==> config.mk <==
export PLATFORM = sky130hd
export DESIGN_NAME = rgb_pwm_fader
export DESIGN_NICKNAME = d
export VERILOG_FILES = /design/src/rtl/rgb_pwm_fader.sv
export SDC_FILE = /design/constraint.sdc
export NUM_CORES = 1
export LEC_CHECK = 0
export CORE_ASPECT_RATIO = 1.1
export CORE_MARGIN = 2
export CORE_UTILIZATION = 59
export CTS_CLUSTER_DIAMETER = 60
export DETAILED_ROUTE_END_ITERATION = 12
export PLACE_DENSITY = 0.87
export SYNTH_ARGS = -nofsm -noshare
export SYNTH_HDL_FRONTEND = slang
export SYNTH_SLANG_ARGS = --single-unit
==> constraint.sdc <==
create_clock -name sys_clk -period 3.7 [get_ports sys_clk]
set_input_delay 0.555 -clock sys_clk [delete_from_list [all_inputs] [get_ports sys_clk]]
set_output_delay 0.555 -clock sys_clk [all_outputs]
set_load 0.01 [all_outputs]
==> src/rtl/rgb_pwm_fader.sv <==
// Onboard RGB LED output stage: accepts a target colour, fades each channel
// linearly toward it one code per fade tick, and drives active-low PWM pins.
module rgb_pwm_fader #(
  parameter int PWM_BITS = 8,
  parameter int STEP_DIV = 24000
) (
  input  logic                  sys_clk,
  input  logic                  sys_rst_n,
  input  logic                  cmd_valid,
  output logic                  cmd_ready,
  input  logic [3*PWM_BITS-1:0] cmd_rgb,
  output logic                  busy,
  output logic [3*PWM_BITS-1:0] level_rgb,
  output logic [2:0]            led
);

  localparam int W  = PWM_BITS;
  localparam int TW = $clog2(STEP_DIV);
  localparam logic [W-1:0]  PWM_LAST  = W'((2**W) - 2);
  localparam logic [TW-1:0] TICK_LAST = TW'(STEP_DIV - 1);

  typedef enum logic {S_IDLE, S_FADE} state_t;

  state_t          r_state, w_state_nxt;
  logic [3*W-1:0]  r_level, r_target, w_level_nxt;
  logic [W-1:0]    r_pwm_cnt;
  logic [TW-1:0]   r_tick_cnt, w_tick_nxt;
  logic [2:0]      r_led, w_led_nxt, w_lit;
  logic            w_accept, w_tick;

  // Handshake: a command transfers on a rising edge with cmd_valid && cmd_ready;
  // cmd_ready is high only in IDLE, and nothing is queued while fading.
  always_comb begin
    w_accept    = cmd_valid && (r_state == S_IDLE);
    w_tick      = (r_state == S_FADE) && (r_tick_cnt == TICK_LAST);
    w_level_nxt = r_level;
    w_lit       = '0;
    // Channel slices: 0 = B, 1 = G, 2 = R
    for (int i = 0; i < 3; i++) begin
      w_lit[i] = (r_pwm_cnt < r_level[i*W +: W]);
      if (w_tick) begin
        if (r_level[i*W +: W] < r_target[i*W +: W])
          w_level_nxt[i*W +: W] = r_level[i*W +: W] + W'(1);
        else if (r_level[i*W +: W] > r_target[i*W +: W])
          w_level_nxt[i*W +: W] = r_level[i*W +: W] - W'(1);
      end
    end
    // Pin order on the board is {G, R, B}
    w_led_nxt = ~{w_lit[1], w_lit[2], w_lit[0]};
  end

  always_comb begin
    w_state_nxt = r_state;
    w_tick_nxt  = '0;
    case (r_state)
      S_IDLE: begin
        if (w_accept && (cmd_rgb != r_level))
          w_state_nxt = S_FADE;
      end
      S_FADE: begin
        w_tick_nxt = w_tick ? '0 : r_tick_cnt + TW'(1);
        if (w_tick && (w_level_nxt == r_target))
          w_state_nxt = S_IDLE;
      end
      default: w_state_nxt = S_IDLE;
    endcase
  end

  always_ff @(posedge sys_clk or negedge sys_rst_n) begin
    if (!sys_rst_n) begin
      r_state    <= S_IDLE;
      r_level    <= '0;
      r_target   <= '0;
      r_pwm_cnt  <= '0;
      r_tick_cnt <= '0;
      r_led      <= 3'b111;
    end else begin
      r_state    <= w_state_nxt;
      r_level    <= w_level_nxt;
      r_tick_cnt <= w_tick_nxt;
      r_led      <= w_led_nxt;
      r_pwm_cnt  <= (r_pwm_cnt == PWM_LAST) ? '0 : r_pwm_cnt + W'(1);
      if (w_accept)
        r_target <= cmd_rgb;
    end
  end

  assign cmd_ready = (r_state == S_IDLE);
  assign busy      = (r_state == S_FADE);
  assign level_rgb = r_level;
  assign led       = r_led;

endmodule

==> impl_metrics.csv, run 1 <==
group,metric,value,unit
layout,final_common_cell,"dfrtp_1",
setup_path,cp-start-kind,"flip-flop",
global_routing,grt_max_degree,76,
clock_tree,cts_sinks,75,
setup_path,arrival,3.72,ns
flow_run,cap_viol_max_count,0,
timing,fin_crit,3.485,ns
timing,rsz0062_at_grt,"no",
layout,final_cell_mix,"dfrtp_1 (72), ha_1 (54), clkdlybuf4s50_1 (54), inv_1 (53), xnor2_1 (52)",
clock_tree,cts_setup_buffers,0,
global_routing,grt.total_usage,0.3205,
clock_tree,holdBufCountCts,0,
timing,drv_slew,0,
timing,slew_headroom,0.3602,
logic_synthesis,ys_warn_count,0,
logic_synthesis,yosysUniqueCellTypes,68,
clock_tree,clkTransAtPathRegs,0.08,ns
route,dr.pass1.iters,5,
clock_tree,cts_buffers,9,
clock_tree,cts_htree_levels,3,
global_routing,grt_first_pass_wirelength,26440,um
logic_synthesis,synth_area_per_cell,8.952,um2
route,vias_per_cell,6.406,
clock_tree,cts_resized,0,
layout,syn2layout_area_growth,15.47,%
route,ant_nets,0,
setup_path,crit_type,"flip-flop to flip-flop",
place,gp_congestion,1.032,
route,drt-total-wl,16570,um
floorplanning,fp.dieArea,10610,um2
setup_path,crit_path_cell_trace,"ha_1 -> a211oi_1 -> nor2_1 -> or4_1 -> mux2i_2 -> xnor2_1 -> o21ai_0 -> nand4_1 -> nor4_2 -> a31oi_1",
logic_synthesis,netlist_area,5783,um2
floorplanning,initial_utilization,0.6123,
power,p_leak,0.002844,uW
route,wl_per_cell,20.13,um
power,powerDensity,295.9,nW/um2
place,io_buffers,55,
layout,drive_gt1_frac,0.07507,
logic_synthesis,synthArstFlopShare,1.000,
floorplanning,ioPinCount,56,
global_routing,overflow,0,
layout,nets,782,
logic_synthesis,yosysSeqAreaShare,0.3252,
setup_path,worst-endpoint-required,3.93,ns
timing,fin_worst_skew,0.006194,ns
logic_synthesis,synth_flop_cell,"dfrtp_1",
global_routing,grt_antenna_before_repair,0,
status,status,"complete, no violations",
setup_path,crit_path_end_kind,"flip-flop",
setup_path,max_stage_delay,0.80,ns
timing,finalSetupViolCount,0,
clock_tree,cts_buffer_depth,2,
setup_path,r2r_cells,10,
timing,fmax,0.2869,GHz
route,vias,5272,
route,drc,0,
logic_synthesis,synth-seq-cells,75,
timing,worstMarginPinSlew,0.9597,ns
logic_synthesis,synth_edf_count,0,
power,ir_drop,0.0003343,V
timing,finalHoldViolCount,0,
clock_tree,clk_latency,0.36,ns
place,hpwl,12590,um
layout,fin_util,0.7071,
global_routing,grt_pass1_vias,5064,
layout,diodes,0,
setup_path,cpMaxStageDelayCell,"or4_1",
clock_tree,clock-root-buffer,"clkbuf_8",
setup_path,cp_max_fo,14,
floorplanning,floorplan.die.width,98.40,um
route,drtIter0Drc,464,
hold_path,hp-class,"primary input to async pin",
clock_tree,cts_tree,"done",
floorplanning,num_rows,37,
timing,min_period_over_period,0.9419,
timing,fin_tns_setup,0,ns
logic_synthesis,synth_cells,646,
floorplanning,core,9444,um2
floorplanning,die_y,107.8,um
logic_synthesis,synthesis.nets,727,
==> worst paths after layout <==
check	startpoint	endpoint	slack [ns]
hold / removal	sys_rst_n	r_target[8]	0.35
setup reg to reg	level_rgb[13]	busy	0.21
hold reg to reg	r_tick_cnt[0]	r_tick_cnt[0]	0.49
max in group asynchronous	sys_rst_n	r_target[7]	2.74
setup / recovery	level_rgb[13]	busy	0.21
min in group sys_clk	r_tick_cnt[0]	r_tick_cnt[0]	0.49
==> kinds of logic (layout without fill, tap and decap cells) <==
family                   count (synthesis)  after routing  share of synthesized area
XOR/XNOR                                79             79                     0.1281
flip-flops                              75             75                     0.3252
AND/OR/NAND/NOR                        225            225                     0.2112
adder cells (fa/ha/maj)                 54             54                     0.1168
multiplexers                            11             11                    0.01990
buffers and inverters                   78            138                    0.05387
AO/OA/AOI/OAI                          124            124                     0.1450
==> synth_stat cells (4+ instances only) <==
master / count / area (um2)
a21oi_1: 22 / 110.1
and4_1: 4 / 35.03
nand2_1: 47 / 176.4
a21o_1: 15 / 112.6
buf_2: 5 / 25.02
nor3_1: 14 / 70.07
xor2_1: 23 / 201.4
or4_1: 5 / 37.54
nand2b_1: 7 / 43.79
or3_1: 11 / 68.82
clkbuf_1: 16 / 60.06
a31oi_1: 4 / 25.02
o21ai_0: 41 / 205.2
nor2_1: 43 / 161.4
nand3_1: 24 / 120.1
ha_1: 54 / 675.7
mux2_2: 4 / 45.04
mux2i_1: 7 / 70.07
a211oi_1: 4 / 30.03
a41oi_1: 4 / 35.03
xnor2_1: 52 / 455.4
dfrtp_1: 72 / 1802
nand4_1: 19 / 118.9
nor2b_1: 5 / 31.28
inv_1: 53 / 198.9
nor4_1: 19 / 118.9
and3_1: 10 / 62.56
o211ai_1: 5 / 37.54
==> power by group <==
part / switching [uW] / internal [uW]
Sequential: 78.1 / 890
Combinational: 189 / 152
Clock: 318 / 349
Total: 585 / 1390
==> stage by stage <==
step | cell area [um2] | power [uW] | worst slack, ns | hold slack, ns | std cells
floorplan | 5783 | 1180 | 0.6090 | 0.2594 | 646
global placement | 6470 | 1294 | 0.1429 | 0.4682 | 807
detailed placement | 6470 | 1316 | 0.05245 | 0.4758 | 807
CTS | 6668 | 1974 | 0.03873 | 0.3823 | 823
global route | 6678 | 2061 | 0.07400 | 0.4275 | 823
finish | 6678 | 1976 | 0.2149 | 0.3490 | 823
==> layer usage <==
metal | wire length (um) | global-route usage | up-vias
met2 | 7889 | 0.5345 | 292
met1 | 6637 | 0.4070 | 2507
met4 | 673 | 0.1438 | 0
met3 | 1365 | 0.05714 | 56
li1 | - | - | 2417
met5 | 0 | 0 | -
==> worst max-delay path, delay by kind of cell, from the launching register on <==
kind | cells | cell delay, ns
and+or+nand+nor | 4 | 1.35
AOI/OAI and AO/OA | 3 | 0.63
DFF | 1 | 0.51
muxes | 1 | 0.41
adders and majority gates | 1 | 0.36
xor gates and xnor gates | 1 | 0.10
==> layout make-up <==
| class | instances | area (um2) |
|---|---|---|
| flip-flops and latches | 75 | 1881 |
| repair buffers | 69 | 653.1 |
| clock inverters | 2 | 35.03 |
| multi-input cells | 493 | 3601 |
| inverters | 53 | 198.9 |
| clock buffers | 14 | 162.7 |
| well taps | 117 | 146.4 |
| fillers | 744 | 2766 |
==> state kept, by name (all words and copies together) (netlist names) <==
signal / flops
level_rgb: 24
busy: 1
r_tick_cnt: 15
led: 3
r_target: 24
r_pwm_cnt: 8
Note: power is estimated with default switching activity, not from simulation.
==> inputs of run 2 (changes only) <==
Settings changed: PLACE_DENSITY 0.87 to 0.78.
==> impl_metrics.csv, run 2 (synthesized netlist as in run 1, its figures left out) <==
group,metric,value,unit
place,io_buffers,55,
place,hpwl,13040,um
clock_tree,cts_tree,"done",
layout,syn2layout_area_growth,16.16,%
setup_path,worst-endpoint-required,3.94,ns
clock_tree,cts_setup_buffers,0,
route,wl_per_cell,20.88,um
timing,fin_crit,3.418,ns
status,status,"complete, no violations",
clock_tree,holdBufCountCts,0,
power,p_leak,0.002870,uW
clock_tree,cts_resized,0,
global_routing,overflow,0,
layout,final_cell_mix,"dfrtp_1 (72), ha_1 (54), clkdlybuf4s50_1 (54), inv_1 (53), xnor2_1 (52)",
timing,finalHoldViolCount,0,
power,powerDensity,312.1,nW/um2
timing,holdWs,0.3257,ns
floorplanning,initial_utilization,0.6123,
place,gp_congestion,0.9733,
setup_path,crit_top_cell,"nand4_1",
place,dp_cells,808,
floorplanning,floorplan.die.width,98.40,um
setup_path,max_stage_delay,0.69,ns
clock_tree,cts_buffers,9,
route,drc,0,
timing,rsz0062_at_grt,"no",
global_routing,grt_max_degree,76,
route,drt-total-wl,17210,um
power,ir_drop,0.0004001,V
route,vias_per_cell,6.369,
floorplanning,fp.dieArea,10610,um2
clock_tree,cts_sinks,75,
timing,min_period_over_period,0.9238,
setup_path,cpMaxStageDelayCell,"or4_1",
layout,diodes,0,
place,dp_slack,0.3901,ns
clock_tree,cts_buffer_depth,2,
clock_tree,cts_htree_levels,3,
route,dr.pass1.iters,7,
timing,fin_worst_skew,0.01288,ns
timing,fmax,0.2926,GHz
layout,final_cells,824,
route,ant_nets,0,
layout,final_common_cell,"dfrtp_1",
place,place_area,6477,um2
floorplanning,ioPinCount,56,
floorplanning,core,9444,um2
timing,finalSetupViolCount,0,
floorplanning,num_rows,37,
timing,fin_tns_setup,0,ns
clock_tree,clkTransAtPathRegs,0.09,ns
global_routing,grt.total_usage,0.3411,
setup_path,crit_path_cell_trace,"ha_1 -> nand4_1 -> a211oi_1 -> or4_1 -> buf_4 -> nor4_1 -> a41oi_1 -> a311oi_1 -> nand4_1 -> nor4_2 -> a31oi_1",
timing,timing.final.ws_setup,0.2818,ns
clock_tree,clk_latency,0.37,ns
setup_path,cp_max_fo,10,
global_routing,grt_first_pass_wirelength,27980,um
route,vias,5248,
timing,drv_slew,0,
global_routing,grt_antenna_before_repair,0,
hold_path,hp-class,"primary input to async pin",
setup_path,crit_type,"flip-flop to flip-flop",
route,drtIter0Drc,412,
timing,slew_headroom,0.3370,
setup_path,cp-start-kind,"flip-flop",
floorplanning,die_y,107.8,um
setup_path,arrival,3.66,ns
layout,final_area,6718,um2
flow_run,cap_viol_max_count,0,
clock_tree,clock-root-buffer,"clkbuf_8",
timing,worstMarginPinSlew,0.9945,ns
layout,drive_gt1_frac,0.07779,
layout,nets,783,
setup_path,crit_path_end_kind,"flip-flop",
global_routing,grt_pass1_vias,5253,
[run 2: path summary, 6_finish.rpt]
kind	from	endpoint	slack [ns]	cells after the start
max	level_rgb[12]	busy	0.28	11
min	sys_rst_n	r_target[11]	0.33	1
max reg2reg	level_rgb[12]	busy	0.28	11
min reg2reg	r_tick_cnt[0]	r_tick_cnt[0]	0.50	1
max in group asynchronous	sys_rst_n	level_rgb[7]	2.70	1
min in group sys_clk	r_tick_cnt[0]	r_tick_cnt[0]	0.50	1
[run 2: critical path, delay by kind of cell, from the launching register on]
kind,cells,cell delay (ns)
and+or+nand+nor,5,1.52
AOI/OAI and AO/OA,4,0.67
DFF,1,0.50
adders and majority gates,1,0.35
buffers and inverters,1,0.26
[run 2: per-layer routing]
layer  up-vias  global-route usage  part of all wire
li1       2422                   -                 -
met1      2482              0.4495              0.41
met2       289              0.5457              0.47
met3        55             0.06494             0.081
met4         0              0.1556             0.041
met5         -                   0                 0
[run 2: final cells by class]
| class | count | area [um2] |
|---|---|---|
| tap | 117 | 146.4 |
| inverter | 53 | 198.9 |
| sequential | 75 | 1881 |
| fill | 776 | 2726 |
| timing repair buffer | 70 | 660.6 |
| clock inverter | 7 | 116.4 |
| multi-input combinational | 493 | 3591 |
| clock buffer | 9 | 123.9 |
[run 2: where the power goes]
| group | internal, uW | leakage (uW) | switching [uW] |
|---|---|---|---|
| combinational | 152 | 0.00180 | 190 |
| clock | 447 | 0.000119 | 341 |
| sequential | 890 | 0.000953 | 77.2 |
[run 2: through the flow]
step                total power (uW)    util
CTS                             2096  0.7113
finish                          2097  0.7113
detailed placement              1314  0.6859
global placement                1304  0.6859
floorplan                       1180       -
global route                    2174  0.7113
